<file path="config.mk">
export PLATFORM = sky130hd
export DESIGN_NAME = regfile_multiport
export DESIGN_NICKNAME = d
export VERILOG_FILES = /design/src/rtl/rf_pkg.sv /design/src/rtl/rf_clear_seq.sv /design/src/rtl/regfile_multiport.sv
export SDC_FILE = /design/constraint.sdc
export NUM_CORES = 1
export LEC_CHECK = 0
export BUFFER_PORTS_ARGS = -buffer_cell sky130_fd_sc_hd__buf_2
export CORE_ASPECT_RATIO = 0.5
export CORE_UTILIZATION = 46
export CTS_BUF_LIST = sky130_fd_sc_hd__clkbuf_4 sky130_fd_sc_hd__clkbuf_8
export DETAILED_ROUTE_END_ITERATION = 8
export SYNTH_ARGS = -nofsm -noshare
export SYNTH_HDL_FRONTEND = slang
export SYNTH_SLANG_ARGS = --single-unit
export TNS_END_PERCENT = 1
</file>
<file path="constraint.sdc">
create_clock -name clk -period 10.3 [get_ports clk]
set_input_delay 1.03 -clock clk [delete_from_list [all_inputs] [get_ports clk]]
set_output_delay 1.03 -clock clk [all_outputs]
set_load 0.01 [all_outputs]
</file>
<file path="src/rtl/rf_pkg.sv">
// Shared definitions for the multiport register file: state encoding,
// default geometry, and the address-width helper used by decode/writeback.
package rf_pkg;

    typedef enum logic {
        CLEAR = 1'b0,
        RUN   = 1'b1
    } rf_state_e;

    localparam int unsigned RF_XLEN_DEF  = 32;
    localparam int unsigned RF_NREGS_DEF = 32;

    // A single-entry file still needs one address bit.
    function automatic int unsigned rf_aw(input int unsigned n);
        return (n < 2) ? 1 : $clog2(n);
    endfunction

endpackage

</file>
<file path="src/rtl/rf_clear_seq.sv">
// Reset-triggered clear sequencer: sweeps every entry to zero once after
// reset release, then holds RUN and advertises write readiness.
module rf_clear_seq
    import rf_pkg::*;
#(
    parameter int unsigned NREGS = RF_NREGS_DEF,
    parameter int unsigned AW    = rf_aw(NREGS)
) (
    input  logic          clk,
    input  logic          rst_n,
    output rf_state_e     state_o,
    output logic          clr_we_o,
    output logic [AW-1:0] clr_addr_o,
    output logic          init_done_o,
    output logic          wr_ready_o
);

    localparam logic [AW-1:0] LAST_IDX = AW'(NREGS - 1);

    rf_state_e     state_q, state_d;
    logic [AW-1:0] clr_idx_q, clr_idx_d;
    logic          init_done_q, init_done_d;
    logic          wr_ready_q, wr_ready_d;

    always_ff @(posedge clk) begin
        if (!rst_n) begin
            state_q     <= CLEAR;
            clr_idx_q   <= '0;
            init_done_q <= 1'b0;
            wr_ready_q  <= 1'b0;
        end else begin
            state_q     <= state_d;
            clr_idx_q   <= clr_idx_d;
            init_done_q <= init_done_d;
            wr_ready_q  <= wr_ready_d;
        end
    end

    always_comb begin
        state_d     = state_q;
        clr_idx_d   = clr_idx_q;
        init_done_d = init_done_q;
        wr_ready_d  = wr_ready_q;
        case (state_q)
            CLEAR: begin
                clr_idx_d = clr_idx_q + AW'(1);
                if (clr_idx_q == LAST_IDX) begin
                    state_d     = RUN;
                    init_done_d = 1'b1;
                    wr_ready_d  = 1'b1;
                end
            end
            RUN: begin
                state_d = RUN;
            end
            default: begin
                state_d = CLEAR;
            end
        endcase
    end

    // The storage must stay untouched while reset is asserted.
    assign clr_we_o    = (state_q == CLEAR) && rst_n;
    assign clr_addr_o  = clr_idx_q;
    assign state_o     = state_q;
    assign init_done_o = init_done_q;
    assign wr_ready_o  = wr_ready_q;

endmodule

</file>
<file path="src/rtl/regfile_multiport.sv">
// Parametrised register file: one write port, NRD combinational read ports,
// hardwired x0, optional write-to-read bypass, and a post-reset clear sweep.
module regfile_multiport
    import rf_pkg::*;
#(
    parameter int unsigned XLEN   = RF_XLEN_DEF,
    parameter int unsigned NREGS  = RF_NREGS_DEF,
    parameter int unsigned NRD    = 2,
    parameter int unsigned BYPASS = 1
) (
    input  logic                         clk,
    input  logic                         rst_n,
    input  logic                         we,
    input  logic [rf_aw(NREGS)-1:0]      waddr,
    input  logic [XLEN-1:0]              wdata,
    output logic                         wr_ready,
    input  logic [NRD*rf_aw(NREGS)-1:0]  raddr,
    output logic [NRD*XLEN-1:0]          rdata,
    output logic                         init_done
);

    localparam int unsigned   AW      = rf_aw(NREGS);
    localparam logic [AW:0]   NREGS_L = NREGS[AW:0];

    logic [XLEN-1:0] mem_q [NREGS];

    rf_state_e     state;
    logic          clr_we;
    logic [AW-1:0] clr_addr;
    logic          run_we;

    rf_clear_seq #(
        .NREGS (NREGS),
        .AW    (AW)
    ) u_clear_seq (
        .clk         (clk),
        .rst_n       (rst_n),
        .state_o     (state),
        .clr_we_o    (clr_we),
        .clr_addr_o  (clr_addr),
        .init_done_o (init_done),
        .wr_ready_o  (wr_ready)
    );

    // Address 0 and addresses past the last register never touch storage.
    assign run_we = wr_ready && we && (waddr != '0) && ({1'b0, waddr} < NREGS_L);

    always_ff @(posedge clk) begin
        if (clr_we) begin
            mem_q[clr_addr] <= '0;
        end else if (run_we) begin
            mem_q[waddr] <= wdata;
        end
    end

    for (genvar i = 0; i < NRD; i++) begin : g_rd
        logic [AW-1:0]   ra;
        logic [XLEN-1:0] rd;

        assign ra = raddr[i*AW +: AW];

        always_comb begin
            rd = '0;
            if ((state == RUN) && (ra != '0) && ({1'b0, ra} < NREGS_L)) begin
                if ((BYPASS != 0) && we && (waddr == ra)) begin
                    rd = wdata;
                end else begin
                    rd = mem_q[ra];
                end
            end
        end

        assign rdata[i*XLEN +: XLEN] = rd;
    end

endmodule

</file>
* After elaboration in Yosys (flattened, before gate mapping)
Memory sizes are Yosys's and may differ from the RTL's.
Index checks and enable logic that the tools add are counted.
** Word-level totals
- Logic and storage cells :: 35
- Input bits :: 50
- Memories kept :: 1
- Bits in registers :: 7
- Output and inout bits :: 66
- RAM bits :: 1024
** Operators by class
- $add $sub $neg :: 1
- Reductions and logical operators :: 12
- Multiplexer cells :: 14
- Bitwise gates (word level) :: 1
- Equality and inequality tests :: 3
** Memory list
- mem_q :: depth 32, bits a word 32, rd ports 2, clocked after memory_dff 0, wr ports 1, line regfile_multiport.sv:25 : logic [XLEN-1:0] mem_q [NREGS];
** Operators by type and width (number)
- $mux W32 :: 5
- $reduce_or A32 Y1 :: 1
- $reduce_bool A5 Y1 :: 3
- $eq A5 B5 Y1 :: 2
- $logic_and A1 B1 Y1 :: 7
- $mux W1 :: 7
- $add A5 B1 Y5 const B :: 1
- $eq A5 B5 Y1 const B :: 1
- $mux W5 :: 1
- $pmux W1 S2 :: 1
- $reduce_and A2 Y1 :: 1
- $not A1 Y1 :: 1

* Depth between registers and ports, before layout
- Depth in word-level cells :: 7
- Mapped depth :: 10
- Gate-level depth less buffers :: 5

* Cells and area by module
A second synthesis with hierarchy kept.
** Unflattened totals
- Cell total of the unflattened synthesis :: 2688
- Area, all modules :: 48721.7 µm²
** Modules (own cells, without submodules)
- regfile_multiport :: area an instance 48393.9 µm², cells each 2660, instances 1
- rf_clear_seq :: area an instance 327.8 µm², cells each 28, instances 1

* Worst setup path before layout
No wires, ideal clock.
- Path type :: in2reg
- From :: input waddr[3]
- To :: memory mem_q[5][0] (netlist name) (enable)
- Required time :: 9.879 ns
- Setup time :: 0.421 ns
- Arrival :: 3.736 ns
- Stages on the path :: 7
- Path slack :: 6.143 ns
- Path through :: clkbuf_1 -> nor3_1 -> a211oi_2 -> buf_2 -> mux2i_1 -> nand2_1 -> nor2_1
** On the way
- Cells in the longest elaborated chain, start to end :: 7
** Ends and longest elaborated chain
- start: declaration :: line regfile_multiport.sv:14 : input logic [rf_aw(NREGS)-1:0] waddr,
- $reduce_bool A5 Y1 :: line regfile_multiport.sv:46 : assign run_we = wr_ready && we && (waddr != '0) && ({1'b0, waddr} < NREGS_L);
- $logic_and A1 B1 Y1 :: line regfile_multiport.sv:46
- $mux W1 :: line regfile_multiport.sv:51 : end else if (run_we) begin
- $mux W1 :: line regfile_multiport.sv:49 : if (clr_we) begin
- $mux W1 (implied by the code) :: line regfile_multiport.sv:52 : mem_q[waddr] <= wdata;
- $reduce_or A32 Y1 (no source line)
- $mux W5 (no source line) / $mux W1 (equally long branches)
- end: declaration :: line regfile_multiport.sv:25
Several ways; a longest one is shown, not always the timed one.

* Worst setup path after layout
- From :: input raddr[4]
- To :: output rdata[25]
** On the way
- Cells in the longest elaborated chain, start to end :: 4
** Ends and longest elaborated chain
- start: declaration :: line regfile_multiport.sv:17 : input logic [NRD*rf_aw(NREGS)-1:0] raddr,
- parallel branches: the longest is 3 deep, another holds $mem_v2 Z32 W32
- $mux W32 * :: line regfile_multiport.sv:64 : if ((state == RUN) && (ra != '0) && ({1'b0, ra} < NREGS_L)) begin
- end: declaration :: line regfile_multiport.sv:18 : output logic [NRD*XLEN-1:0] rdata,
Every way passes the cells marked *.

==> results.py <==
metrics = {
    "run_status": {
        "status": "finished, violations left",
        "violations": "max-capacitance violations, max-slew violations",
    },
    "clocking": {
        "cts_sinks": 1031,
        "cts.path.max_buffers": 3,
        "htree_levels": 4,
        "cts.root.buffer_cell": "clkbuf_8",
        "clock_latency_ps": 880,
        "post_cts_resized": 0,
        "postCtsHoldBufs": 0,
        "cts_buffers": 151,
        "postCtsSetupBuffers": 0,
        "clkTransAtPathRegs_ps": 60,
        "cts_tree": "built",
    },
    "flow_run": {
        "cap_violations": 2,
    },
    "grt": {
        "grt_pass1_wl_um": 229000,
        "grt_use_total_pct": 30.7,
        "grt_pass1_vias": 29900,
        "antenna_found_initial": 4,
        "grt_start_max_net_pins": 125,
        "overflow": 0,
    },
    "min_path": {
        "min_path_type": "in -> reg",
    },
    "placed_design": {
        "portBuffers": 115,
        "dpl.hpwl_um": 85200,
        "gp_congestion": 0.832,
    },
    "power_and_ir_drop": {
        "cellPowerDensity_nw_per_um2": 157,
        "leakagePower_uw": 0.0182,
        "vdd_drop_max_v": 0.000132,
    },
    "critical_path": {
        "crit_arrival_ps": 4850,
        "path_cells": "buf_4 > buf_4 > xnor2_1 > nand4_1 > nor3_2 > buf_4 > a221o_1 > buf_2",
        "worstPathMaxFanout": 29,
        "critical_path_class": "in -> out",
        "cp-end-kind": "output pin",
        "required_ps": 9270,
        "cpMostUsedCell": "buf_4",
        "slowest_delay_ps": 1250,
        "start_kind": "input pin",
        "worst_path_max_delay_cell": "nor3_2",
    },
    "routing": {
        "vias": 30700,
        "drcViolationCount": 0,
        "vias_per_cell": 7.05,
        "postRouteAntennaNets": 0,
        "dr.pass1.iters": 6,
        "drtIter0Drc": 4357,
        "wire_per_inst_um": 37.9,
        "drt_wl_total_um": 165000,
    },
    "finish": {
        "area_growth_pct": 10.4,
        "layout-drive-gt1-share_pct": 30.4,
        "layout_common_cells": "1024 x edfxtp_1, 376 x mux4_2, 229 x mux2i_1",
        "final_nets": 2872,
        "layout_commonest_cell": "edfxtp_1",
    },
    "synth": {
        "synth_edf_count": 1024,
        "syn_avg_cell_area_um2": 18.1,
        "netlist_top_cells_area": "edfxtp_1 63%, mux4_2 17%, mux2i_1 4.7%, a221oi_1 1.3%, mux4_1 1.2%",
        "syn_inst": 2704,
        "syn_area_um2": 48900,
        "synth_area_leader_cell": "edfxtp_1",
        "syn_nets": 2756,
        "synth_seq_cells": 1031,
        "netlist.area_leader.share_pct": 62.8,
        "ys_async_sr_fraction_pct": 0,
        "yosys_warnings": 0,
        "synth_cell_types": 56,
        "synthFlopType": "edfxtp_1",
        "ys_seq_area_share_pct": 63.1,
    },
    "sta": {
        "max_freq_mhz": 170,
        "timing.hold.ws_ps": 441,
        "slew_headroom_pct": -2.92,
        "setup_viol": 0,
        "period_minus_slack_ps": 5880,
        "worst_pin_slew_ps": 1520,
        "clock_skew_ps": 35.1,
        "drv_slew": 12,
        "fin_setup_tns_ps": 0,
        "fin_crit_sh_pct": 57.1,
        "rsz0062_at_grt": "no",
        "hold_violations": 0,
    },
    "die": {
        "fp.dieArea_um2": 108000,
        "ios": 116,
        "row_count": 84,
        "die_w_um": 463,
        "die_h_um": 233,
        "core_um2": 105000,
        "initial_core_util_pct": 46.5,
    },
}
==> layout make-up <==
cell class | instances | area, um2
diodes | 2 | 5.00
clock buffers | 207 | 2540
clock inverters | 57 | 320
fillers | 8460 | 51200
inverters | 3 | 11.3
multi-input cells | 1442 | 17200
flip-flops and latches | 1031 | 30900
well taps | 1419 | 1780
repair buffers | 191 | 1250
==> where the power goes <==
group	switching (uW)	total, uW	internal (uW)	leakage, uW
clock network	1650	3300	1640	0.00149
logic	365	583	218	0.00655
registers	11.6	4580	4570	0.0101
total	2030	8460	6430	0.0182
==> critical path: cells and delay by family <==
family / cells / cell delay, ps
buffers and inverters: 4 / 1720
AND/OR/NAND/NOR: 2 / 1460
AO/OA/AOI/OAI: 1 / 400
XOR/XNOR: 1 / 170
==> flip-flops by register name, summed over array words and instances (netlist names) <==
register and flops:
mem_q 1024, u_clear_seq.clr_addr_o 5, u_clear_seq.init_done_o 1, u_clear_seq.state_o 1
==> routing by layer <==
metal  vias up  global-route usage, %  part of all wire (%)
li1      11800                      -                     -
met1     16500                   44.4                    41
met2      2067                   45.4                    44
met3       333                   7.35                    12
met4         0                   10.9                   3.2
met5         -                      0                     0
==> cell usage after synthesis (3+ instances only) <==
cell type  instances
buf_6             18
dfxtp_1            7
mux4_1            22
mux4_2           376
nand3_1           52
xnor2_1           13
a311oi_1           4
a211o_1            9
o311ai_0          30
a32o_1            23
o221ai_1          28
nor3_1             6
a21oi_1           66
nor2b_1           41
and2_1            36
nor2_1            71
a31oi_1            7
o22ai_1           13
or3b_2             3
or4_1              3
buf_1              8
buf_2             96
o21bai_1          32
edfxtp_1        1024
a22oi_1           57
nand4_1            9
buf_4             10
o21ai_1            3
o21ai_0           27
a221oi_1          71
a221o_1           39
a22o_1             9
inv_1              3
mux2_2            39
mux2i_1          229
clkbuf_1          94
nand2b_1           4
nand2_1           95
nand3b_1           4
==> stage by stage <==
| stage | instances | instance area [um2] | total power [uW] | setup WS (ps) | util, % |
|---|---|---|---|---|---|
| final | 4352 | 54000 | 8460 | 4420 | 51.3 |
| after CTS | 4349 | 54000 | 8490 | 4540 | 51.3 |
| after global placement | 4085 | 51100 | 5240 | 4540 | 48.6 |
| after floorplan | 2704 | 48900 | 5050 | 6140 | - |
| after global routing | 4351 | 54000 | 8680 | 4290 | 51.3 |
| after detailed placement | 4085 | 51100 | 5250 | 4540 | 48.6 |
==> logic make-up after synthesis <==
group	share of synthesized area, %
AO/OA/AOI/OAI	6.74
flip-flops	63.1
buffers and inverters	2.43
XOR/XNOR	0.233
adder cells (fa/ha/maj)	0.0511
multiplexers	24.1
AND/OR/NAND/NOR	3.34
==> final timing paths <==
check / cells past startpoint / end / slack, ps / start
worst max-delay path: 8 / rdata[25] / 4420 / raddr[4]
worst min-delay path: 2 / u_clear_seq.state_o / 440 / rst_n
worst max register to register: 7 / mem_q[23][18] / 5930 / u_clear_seq.state_o
worst min register to register: 1 / u_clear_seq.init_done_o / 550 / u_clear_seq.init_done_o
Note: power is estimated with default switching activity, not from simulation.
